<file path="config.mk">
export PLATFORM = sky130hd
export DESIGN_NAME = game_seq_ctrl
export DESIGN_NICKNAME = d
export VERILOG_FILES = /design/src/rtl/game_seq_ctrl.sv
export SDC_FILE = /design/constraint.sdc
export NUM_CORES = 1
export LEC_CHECK = 0
export ABC_AREA = 1
export BUFFER_PORTS_ARGS = -buffer_cell sky130_fd_sc_hd__buf_2
export CORE_MARGIN = 1
export CORE_UTILIZATION = 40
export CTS_CLUSTER_SIZE = 24
export DETAILED_ROUTE_END_ITERATION = 10
export GPL_ROUTABILITY_DRIVEN = 1
export PLACE_DENSITY_LB_ADDON = 0.05
export SYNTH_ARGS = -nofsm -noshare
export SYNTH_HDL_FRONTEND = slang
export SYNTH_SLANG_ARGS = --single-unit
export TNS_END_PERCENT = 1
</file>
<file path="constraint.sdc">
create_clock -name I_clk -period 1.8 [get_ports I_clk]
set_input_delay 0.09 -clock I_clk [delete_from_list [all_inputs] [get_ports I_clk]]
set_output_delay 0.09 -clock I_clk [all_outputs]
set_load 0.02 [all_outputs]
</file>
<file path="src/rtl/game_seq_ctrl.sv">
// game_seq_ctrl: game sequencing controller.
// Synchronizes the start switch and the action button, debounces the button,
// and runs the IDLE/PLAY/PAUSE/OVER state machine. In PLAY it divides frame
// pulses into game-update steps, keeps a saturating four-digit BCD score, and
// tracks lives with a post-hit immunity window.
//
// Ports:
//   I_clk          system clock, rising edge
//   I_rst          asynchronous active-high reset
//   start_game     raw level switch (asynchronous)
//   BTNX4          raw action push-button (asynchronous, bouncy)
//   I_frame_start  one-cycle pulse at the start of each video frame
//   I_hit          one-cycle collision pulse
//   O_state        00 IDLE, 01 PLAY, 10 PAUSE, 11 OVER
//   O_step         one-cycle game-update strobe
//   O_action       one-cycle debounced button-press strobe (PLAY only)
//   O_score        four BCD digits, [15:12] most significant
//   O_lives        remaining lives
//   O_game_over    high while O_state is OVER
module game_seq_ctrl #(
    parameter int unsigned DEBOUNCE_CYCLES = 500000,
    parameter int unsigned FRAMES_PER_STEP = 4,
    parameter int unsigned MAX_LIVES       = 3,
    parameter int unsigned IMMUNE_FRAMES   = 30
) (
    input  logic        I_clk,
    input  logic        I_rst,
    input  logic        start_game,
    input  logic        BTNX4,
    input  logic        I_frame_start,
    input  logic        I_hit,
    output logic [1:0]  O_state,
    output logic        O_step,
    output logic        O_action,
    output logic [15:0] O_score,
    output logic [1:0]  O_lives,
    output logic        O_game_over
);

    typedef enum logic [1:0] {
        StIdle  = 2'b00,
        StPlay  = 2'b01,
        StPause = 2'b10,
        StOver  = 2'b11
    } state_e;

    localparam int unsigned DebW = $clog2(DEBOUNCE_CYCLES + 1);

    logic            s_meta_q, ss_q;
    logic            b_meta_q, bs_q;
    logic            btn_q;
    logic [DebW-1:0] deb_cnt_q;

    state_e          state_q;
    logic [7:0]      frame_cnt_q;
    logic [7:0]      imm_q;
    logic            step_q;
    logic            action_q;
    logic [15:0]     score_q;
    logic [1:0]      lives_q;
    logic            game_over_q;

    logic            btn_rise;
    logic            in_play;
    logic            frame_play;
    logic            wrap;
    logic            hit_ok;
    logic            fatal;

    // Saturating BCD increment: 9999 stays 9999.
    function automatic logic [15:0] bcd_inc(input logic [15:0] v);
        logic [15:0] r;
        logic        carry;
        r     = v;
        carry = 1'b1;
        for (int i = 0; i < 4; i++) begin
            if (carry) begin
                if (r[4*i +: 4] == 4'd9) begin
                    r[4*i +: 4] = 4'd0;
                end else begin
                    r[4*i +: 4] = r[4*i +: 4] + 4'd1;
                    carry       = 1'b0;
                end
            end
        end
        if (v == 16'h9999) begin
            r = v;
        end
        return r;
    endfunction

    // Accepted level flips from 0 to 1 on this edge.
    always_comb begin
        btn_rise   = !btn_q && bs_q && (deb_cnt_q == DebW'(DEBOUNCE_CYCLES - 1));
        in_play    = (state_q == StPlay);
        frame_play = in_play && I_frame_start;
        wrap       = frame_play && (frame_cnt_q == 8'(FRAMES_PER_STEP - 1));
        hit_ok     = in_play && I_hit && (imm_q == 8'd0);
        fatal      = hit_ok && (lives_q == 2'd1);
    end

    always_ff @(posedge I_clk or posedge I_rst) begin
        if (I_rst) begin
            s_meta_q  <= 1'b0;
            ss_q      <= 1'b0;
            b_meta_q  <= 1'b0;
            bs_q      <= 1'b0;
            btn_q     <= 1'b0;
            deb_cnt_q <= '0;
        end else begin
            s_meta_q <= start_game;
            ss_q     <= s_meta_q;
            b_meta_q <= BTNX4;
            bs_q     <= b_meta_q;
            // Any cycle where bs agrees with the accepted level restarts the count.
            if (bs_q != btn_q) begin
                if (deb_cnt_q == DebW'(DEBOUNCE_CYCLES - 1)) begin
                    btn_q     <= bs_q;
                    deb_cnt_q <= '0;
                end else begin
                    deb_cnt_q <= deb_cnt_q + 1'b1;
                end
            end else begin
                deb_cnt_q <= '0;
            end
        end
    end

    always_ff @(posedge I_clk or posedge I_rst) begin
        if (I_rst) begin
            state_q     <= StIdle;
            frame_cnt_q <= 8'd0;
            imm_q       <= 8'd0;
            step_q      <= 1'b0;
            action_q    <= 1'b0;
            score_q     <= 16'h0000;
            lives_q     <= 2'd0;
            game_over_q <= 1'b0;
        end else begin
            step_q   <= 1'b0;
            action_q <= btn_rise && in_play;
            case (state_q)
                StIdle: begin
                    if (ss_q) begin
                        state_q     <= StPlay;
                        score_q     <= 16'h0000;
                        lives_q     <= 2'(MAX_LIVES);
                        frame_cnt_q <= 8'd0;
                        imm_q       <= 8'd0;
                    end
                end
                StPlay: begin
                    if (frame_play) begin
                        frame_cnt_q <= wrap ? 8'd0 : frame_cnt_q + 8'd1;
                    end
                    if (hit_ok) begin
                        imm_q   <= 8'(IMMUNE_FRAMES);
                        lives_q <= lives_q - 2'd1;
                    end else if (frame_play && (imm_q != 8'd0)) begin
                        imm_q <= imm_q - 8'd1;
                    end
                    // A game-ending hit suppresses a coincident step.
                    if (wrap && !fatal) begin
                        step_q  <= 1'b1;
                        score_q <= bcd_inc(score_q);
                    end
                    if (fatal) begin
                        state_q     <= StOver;
                        game_over_q <= 1'b1;
                    end else if (!ss_q) begin
                        state_q <= StPause;
                    end
                end
                StPause: begin
                    if (ss_q) begin
                        state_q <= StPlay;
                    end
                end
                StOver: begin
                    if (!ss_q) begin
                        state_q     <= StIdle;
                        game_over_q <= 1'b0;
                    end
                end
                default: state_q <= StIdle;
            endcase
        end
    end

    assign O_state     = state_q;
    assign O_step      = step_q;
    assign O_action    = action_q;
    assign O_score     = score_q;
    assign O_lives     = lives_q;
    assign O_game_over = game_over_q;

endmodule

</file>
==> results of run 1 <==
## cells in the final DEF, fill, tap and decap left out, types with 3 or more instances in the layout
master         count
a21oi_1            8
buf_2             28
buf_4             17
clkbuf_8          11
dfrtp_1           62
dlygate4sd3_1      3
ha_1              13
inv_1             57
inv_2              5
nand2_1          100
nand2_2            5
nand3_1           43
nand3_2            4
nand4_1            8
nor2_1            67
nor2_2             4
nor3_1            15
nor4_1             3
o21ai_0           21
o21ai_1            4
o21bai_1           5
xnor2_1            5
xor2_1            11
## repair_timing
item / CTS / global route
setup endpoints to repair: 0 / 20
endpoints found under the hold margin: 17 / 0
setup buffers: 0 / 1
hold buffers: 3 / 0
gates resized for setup: 0 / 8
## worst min-delay path: stages
cell     delay [ns]
buf_2          0.10
inv_1          0.05
nor2_2         0.05
nand2_2        0.10
nand2_1        0.05
o21ai_0        0.07
## power by group
part	switching, mW	total, mW	leakage (nW)	internal (mW)
logic	1.02	1.62	1.15	0.604
clock network	0.518	1.08	0.0854	0.559
registers	0.210	1.85	0.845	1.64
total	1.74	4.54	2.08	2.80
## cell type report
cell class / instances / area, um2 / share of cell area, %
multi-input combinational: 341 / 1820 / 42.7
sequential: 63 / 1580 / 37.0
timing repair buffer: 49 / 318 / 7.46
inverter: 64 / 245 / 5.76
clock buffer: 13 / 159 / 3.73
tap: 108 / 135 / 3.17
clock inverter: 1 / 5.00 / 0.117
## cells by family (layout without fill, tap and decap cells)
kind of cell               Yosys count  after routing  synth area share, %
AOI/OAI and AO/OA                   52             52                 8.82
and+or+nand+nor                    259            259                 32.0
buffers and inverters               67            127                 7.27
xor gates and xnor gates            16             16                 3.84
adders and majority gates           14             14                 4.80
DFF                                 63             63                 43.2
## registers in the layout, indices dropped and copies added, names as in the netlist, 2 cells and up
| name | cells |
|---|---|
| O_lives | 2 |
| O_score | 16 |
| O_state | 2 |
| deb_cnt_q | 19 |
| frame_cnt_q | 8 |
| imm_q | 8 |
## per-stage QoR
stage	hold WS [ns]	power, mW
after floorplan	0.121	2.99
after global placement	0.107	3.48
after detailed placement	0.102	3.48
after CTS	0.212	4.60
after global routing	0.252	4.96
final	0.222	4.54
## worst max path at each step
stage,start,endpoint,slack (ns),cells past startpoint
2_1_floorplan,I_rst,O_action,0.14,1
3_3_place_gp,deb_cnt_q[0],deb_cnt_q[13],0.12,9
3_5_place_dp,O_state[1],O_score[12],0.12,8
4_1_cts,O_state[1],O_score[12],0.10,8
5_1_grt,O_score[1],O_score[12],-0.03,9
6_report,O_score[1],O_score[12],0.11,10
## metal layers
layer	part of all wire (%)	wire (um)	vias up	GRT usage [%]
met5	0	0	-	0
met4	1.2	93	0	4.75
met3	4.1	330	8	4.96
met2	43	3450	56	27.5
met1	52	4110	1447	26.5
li1	-	-	1636	-
==> results.toml, run 1 <==
[run_status]
run_status = "finished, final reports clean"

[timing]
max_slew_margin_pct = 67.1
rsz0062_at_grt = "true"
hold_viol_final = 0
finClkSkew_ns = 0.00770
period_share_pct = 93.9
tns_ns = 0
fin_crit_ns = 1.69
tightest_slew_ns = 0.489
worst_slack_ns = 0.110
drv_slew = 0
fmax_mhz = 592
finalSetupViolations = 0

[critical_path]
cp_top_family = "simple AND/OR/NAND/NOR gates"
crit_path_top_delay_cell = "dfrtp_1"
crit_path_end_kind = "flip-flop"
start_kind = "flip-flop"
rr_worst_depth = 10
cp_cell_sequence = "inv_1 > ha_1 > nand3b_1 > nand2_4 > nand2_2 > nor2_4 > nand3_2 > buf_4 > o21bai_1 > nand2_1"
arrival_ns = 1.91
criticalPathCategory = "reg -> reg"
reg2reg_to = "O_score[12]"
cp_num_buf_inv = 2
r2r_slack_ns = 0.11
reg2reg_from = "O_score[1]"
required_ns = 2.02
path_max_fanout = 5
slowest_delay_ns = 0.42

[clock_tree]
numCtsBuffers = 9
htreeDepth = 3
clk-insertion-delay-late_ns = 0.33
clock-sinks = 63
path_clk_slew_ns = 0.07
cts_max_path_buffers = 2
cts_tree = "done"
cts_root_buf = "clkbuf_8"

[yosys]
synth_seq_cells = 63
synth_fp_nets = 491
netlist_area_um2 = 3650
ys_types = 39
ys_async_sr_fraction_pct = 100
syn_inst = 471
synth_flop_cell = "dfrtp_1"
yosysTopAreaCell = "dfrtp_1"
synth_commonest_cells = "101 x nand2_1, 69 x nor2_1, 63 x dfrtp_1, 58 x inv_1, 43 x nand3_1"
yosysWarnings = 0
synth_most_common_cell = "nand2_1"
avgSynthCellArea_um2 = 7.74
yosysTopAreaCellShare_pct = 43.2
synth_edf_count = 0
synth_area_leaders = "dfrtp_1 43%, nand2_1 10%, nor2_1 7.1%"
ys_seq_area_share_pct = 43.2

[finish]
utilization_pct = 48.6
fin_nets = 548
drive_gt1_share_pct = 17.1
num-fill-cells = 874
fin_area_um2 = 4260
fin_cells = 639
syn2layout_area_growth_pct = 16.8
antenna_cells = 0

[place]
dp.cells = 621
io_buffers = 28
dpl.hpwl_um = 6080
placed_cell_area_um2 = 4040
gp_congestion = 0.819
pre_cts_ws_ns = 0.119

[routing]
drt-total-wl_um = 7980
route.detailed.drc = 0
dr.pass1.iters = 4
wl_per_cell_um = 12.5
ant_nets = 0
route.vias.total = 3147
drt_iter0_markers = 136
routed_via_density = 4.92

[global_route]
grt_pass1_vias = 2980
grt_pass1_wl_um = 14100
track_usage_pct = 18.5
grt_max_degree = 30
antenna_found_initial = 0
grt_overflow = 0

[die]
io_pins = 29
core_area_um2 = 8760
die_width_um = 97.5
row_count = 34
initial_core_util_pct = 41.6
die_area_um2 = 9500
die_h_um = 97.5

[hold_path]
hold_class = "in -> reg"
min_to = "O_lives[0]"
hp-start = "I_hit"
hold-path-cell-count = 6

[power]
vdd_drop_max_v = 0.000394
powerDensity_nw_per_um2 = 1070
p_leak_nw = 2.08

[run]
max_cap_violations = 0
(Power assumes the default switching activity.)
==> inputs of run 2 (changes only) <==
- clock period: 1.8 -> 2 ns (I/O delays scaled with it)
==> run 2 against run 1 <==
  * Via count is 1.7% lower
  * Worst hold slack hardly changed
  * First-iteration DRC count is 7.4% higher
  * Clock power is 6% lower
  * Total power is 11% lower
  * Register-to-register slack better by 0.11 ns
  * Setup slack better by 0.11 ns
  * Die area stayed put
  * Clock skew is 0.00078 ns higher
  * Fmax is 5.2% lower
  * Critical endpoint is now O_score[9]
  * Largest power group unchanged
  * Highest routed layer unchanged
==> results.toml, run 2 (synthesized netlist as in run 1, its figures left out) <==
[routing]
wl_per_cell_um = 12.7
route.detailed.drc = 0
dr.pass1.iters = 4
drt_iter0_markers = 146
routed_via_density = 4.92
drt-total-wl_um = 7970
ant_nets = 0
route.vias.total = 3092

[clock_tree]
path_clk_slew_ns = 0.07
postCtsSetupRepairBufs = 0
htreeDepth = 3
cts_root_buf = "clkbuf_8"
numCtsBuffers = 9
cts_tree = "done"
post_cts_resized = 0
clock-sinks = 63
cts_max_path_buffers = 2
clk-insertion-delay-late_ns = 0.34

[finish]
drive_gt1_share_pct = 14.4
fin_nets = 535
syn2layout_area_growth_pct = 13.7
regMostFlops = "deb_cnt_q"
num-fill-cells = 903
fin_area_um2 = 4150
antenna_cells = 0
largest_register_ffs = 19
final_common_cell = "nand2_1"
layout_common_cells = "101 x nand2_1, 69 x nor2_1, 63 x dfrtp_1"
utilization_pct = 47.3

[critical_path]
reg2reg_to = "O_score[9]"
endpoint = "O_score[9]"
reg2reg_from = "O_state[0]"
cp_cell_sequence = "nand3_1 > nor3_1 > nand2_1 > a21oi_2 > nand3_1 > nand2_1"
r2r_slack_ns = 0.22
path_max_fanout = 8
crit_path_top_delay_cell = "dfrtp_1"
rr_worst_depth = 6
start_kind = "flip-flop"
crit_start = "O_state[0]"
crit_path_end_kind = "flip-flop"
required_ns = 2.28
criticalPathCategory = "reg -> reg"
arrival_ns = 2.06
slowest_delay_ns = 0.62

[timing]
finalSetupViolations = 0
worst_slack_ns = 0.217
fmax_mhz = 561
tns_ns = 0
fin_crit_ns = 1.78
period_share_pct = 89.2
hold_viol_final = 0
rsz0062_at_grt = "false"
drv_slew = 0
finClkSkew_ns = 0.00849
tightest_slew_ns = 0.484
max_slew_margin_pct = 67.7

[global_route]
use_met3_pct = 3.38
grt_pass1_wl_um = 14000
grt_pass1_vias = 2972
use_met2_pct = 27.4
grt_max_degree = 38
busiest_layer = "met2"
grt_overflow = 0
use_met1_pct = 25.9
antenna_found_initial = 0
track_usage_pct = 18.3

[place]
gp_congestion = 0.843
io_buffers = 28
dpl.hpwl_um = 5880
placed_cell_area_um2 = 3940
pre_cts_ws_ns = 0.176

[die]
row_count = 34
io_pins = 29
core_area_um2 = 8760
initial_core_util_pct = 41.6
die_area_um2 = 9500
die_width_um = 97.5
die_h_um = 97.5

[hold_path]
hold_class = "in -> reg"

[run_status]
run_status = "finished, final reports clean"

[power]
finalPower_mw = 4.05
powerDensity_nw_per_um2 = 977
p_leak_nw = 2.02
vdd_drop_max_v = 0.000356

[run]
max_cap_violations = 0
run 2: cell count changes in the layout (fill, tap and decap cells not counted), moves of 2 or more:
cell / change
buf_4: -12
clkinv_2: +3
o21ai_0: +2
o21ai_1: -2
nor2_2: -2
nor2_1: +2
run 2: through the flow:
| step | hold slack (ns) | std cells |
|---|---|---|
| 2_1_floorplan | 0.131 | 471 |
| 3_3_place_gp | 0.190 | 609 |
| 3_5_place_dp | 0.193 | 609 |
| 4_1_cts | 0.215 | 628 |
| 5_1_grt | 0.309 | 628 |
| 6_report | 0.221 | 628 |
run 2: final cells by class:
class	instances	area (um2)	area share [%]
Clock buffer	12	155	3.74
Multi-Input combinational cell	341	1810	43.6
Tap cell	108	135	3.26
Clock inverter	4	20.0	0.483
Timing Repair Buffer	36	208	5.01
Sequential cell	63	1580	38.0
Inverter	64	245	5.92
run 2: critical path: cells and delay by family, from the launching register on:
| family | cells | cell delay [ns] |
|---|---|---|
| and+or+nand+nor | 5 | 0.70 |
| AOI/OAI and AO/OA | 1 | 0.39 |
| DFF | 1 | 0.62 |
run 2: power by group:
| group | switching [mW] | internal (mW) |
|---|---|---|
| Sequential | 0.213 | 1.47 |
| Clock | 0.508 | 0.510 |
| Combinational | 0.871 | 0.477 |
| Total | 1.59 | 2.46 |
run 2: worst min path at each step:
stage          depth (start not counted)          start  slack, ns              to
2_1_floorplan                          0          BTNX4       0.13        b_meta_q
3_3_place_gp                           3          I_rst       0.19   deb_cnt_q[17]
3_5_place_dp                           3          I_rst       0.19   deb_cnt_q[17]
4_1_cts                                6          I_hit       0.22      O_lives[0]
5_1_grt                                4  I_frame_start       0.31  frame_cnt_q[6]
6_report                               6          I_hit       0.22      O_lives[0]
run 2: per-layer routing:
layer | wire length [um] | up-vias
met4 | 114 | 0
met3 | 234 | 11
met5 | 0 | -
met1 | 4170 | 1421
li1 | - | 1617
met2 | 3440 | 43
run 2: repair_timing:
action	CTS	global route
hold endpoints to repair	65	0
hold buffers	3	0
endpoints found under the setup margin	0	0
==> inputs of run 3 (changes only) <==
- RECOVER_POWER: default -> 50
==> run 3 against run 2 <==
  * Die area unchanged
  * Clock skew about the same
  * Final cell count unchanged
  * Register-to-register slack about the same
  * Clock power about the same
  * Routed wire length about the same
  * Total power decreased by 0.30%
  * Sequential share of layout area increased by 0.13 points
  * Global-route usage unchanged
  * Critical path depth unchanged
  * Combinational power about the same
  * Worst hold slack improved by 0.0023 ns
==> results.toml, run 3 (synthesized netlist as in run 1, its figures left out) <==
[routing]
route.vias.total = 3105
dr.pass1.iters = 4
ant_nets = 0
wl_per_cell_um = 12.7
routed_via_density = 4.94
drt-total-wl_um = 7970
drt_iter0_markers = 105
route.detailed.drc = 0

[die]
row_count = 34
initial_core_util_pct = 41.6
die_width_um = 97.5
die_h_um = 97.5
core_area_um2 = 8760
io_pins = 29
die_area_um2 = 9500

[run_status]
run_status = "finished, final reports clean"

[hold_path]
hold_class = "in -> reg"
hold-path-cell-count = 6

[place]
io_buffers = 28
gp_congestion = 0.843
pre_cts_ws_ns = 0.176
dpl.hpwl_um = 5880

[critical_path]
required_ns = 2.28
path_max_fanout = 8
cp.depth = 6
rr_worst_depth = 6
crit_path_top_delay_cell = "dfrtp_1"
start_kind = "flip-flop"
cp_num_buf_inv = 0
cp_cell_sequence = "nand3_1 > nor3_1 > nand2_1 > a21oi_2 > nand3_1 > nand2_1"
crit_path_end_kind = "flip-flop"
slowest_delay_ns = 0.62
cp_top_family = "simple AND/OR/NAND/NOR gates"
criticalPathCategory = "reg -> reg"
arrival_ns = 2.06

[timing]
tns_ns = 0
worst_slack_ns = 0.216
worst_hold_slack_ns = 0.223
hold_viol_final = 0
fin_crit_ns = 1.78
tightest_slew_ns = 0.948
drv_slew = 0
max_slew_margin_pct = 36.8
fmax_mhz = 561
rsz0062_at_grt = "false"
finClkSkew_ns = 0.00844
period_share_pct = 89.2
finalSetupViolations = 0

[global_route]
grt_max_degree = 38
use_met2_pct = 27.4
grt_pass1_vias = 2972
use_met1_pct = 25.9
busiest_layer = "met2"
grt_overflow = 0
use_met3_pct = 3.38
antenna_found_initial = 0
grt_pass1_wl_um = 14000
track_usage_pct = 18.3

[finish]
final_common_cell = "nand2_1"
antenna_cells = 0
fin_nets = 535
largest_register_ffs = 19
regMostFlops = "deb_cnt_q"
syn2layout_area_growth_pct = 13.3
drive_gt1_share_pct = 12.9
num-fill-cells = 908
layout_common_cells = "101 x nand2_1, 69 x nor2_1, 63 x dfrtp_1"

[clock_tree]
numCtsBuffers = 9
clk-insertion-delay-late_ns = 0.33
postCtsSetupRepairBufs = 0
cts_tree = "done"
cts_max_path_buffers = 2
clock-sinks = 63
cts_root_buf = "clkbuf_8"
htreeDepth = 3
path_clk_slew_ns = 0.07
post_cts_resized = 0

[run]
max_cap_violations = 0

[power]
powerDensity_nw_per_um2 = 977
p_leak_nw = 2.00
vdd_drop_max_v = 0.000355
-- run 3: changes by cell type in the layout (fill, tap and decap cells not counted) --
cell,change
buf_2,-7
clkbuf_1,+7
buf_4,-2
clkbuf_2,+2
inv_1,+1
inv_2,-1
-- run 3: per-layer routing --
| metal | routed length, um | vias to the layer above | part of all wire [%] |
|---|---|---|---|
| met5 | 0 | - | 0 |
| met4 | 67 | 0 | 0.84 |
| met3 | 227 | 8 | 2.8 |
| met2 | 3500 | 43 | 44 |
| met1 | 4170 | 1440 | 52 |
| li1 | - | 1614 | - |
-- run 3: worst paths after layout --
path                       startpoint             to  slack [ns]
max                        O_state[0]     O_score[9]        0.22
min reg2reg                  b_meta_q           bs_q        0.36
min in group asynchronous       I_rst  deb_cnt_q[17]        0.50
max reg2reg                O_state[0]     O_score[9]        0.22
min                             I_hit     O_lives[0]        0.22
max in group asynchronous       I_rst     O_score[0]        0.79
-- run 3: tightest hold or removal path, cell delays in order --
cell and delay (ns):
buf_2 0.09, inv_1 0.05, nor2_2 0.05, nand2_2 0.10, nand2_1 0.05, o21ai_0 0.07
-- run 3: through the flow --
step	utilization [%]	std cells	power (mW)	cell area, um2
2_1_floorplan	-	471	2.69	3650
4_1_cts	47.3	628	4.10	4150
3_5_place_dp	45.0	609	3.07	3940
6_report	47.1	628	4.04	4130
3_3_place_gp	45.0	609	3.05	3940
5_1_grt	47.1	628	4.38	4130
-- run 3: area by class of cell --
type                    count  area (um2)  share of cell area, %
flip-flops and latches     63        1580                   38.2
repair buffers             36         194                   4.69
multi-input cells         341        1810                   43.7
inverters                  64         245                   5.94
well taps                 108         135                   3.27
clock inverters             4        20.0                  0.485
clock buffers              12         155                   3.76
-- run 3: power by group --
| group | total, mW | switching (mW) | internal, mW |
|---|---|---|---|
| registers | 1.68 | 0.214 | 1.47 |
| clock network | 1.02 | 0.507 | 0.510 |
| logic | 1.34 | 0.871 | 0.465 |
-- run 3: timing repair --
item / 4_1_cts / 5_1_grt
endpoints found under the hold margin: 65 / 0
endpoints found under the setup margin: 0 / 0
hold buffers: 3 / 0
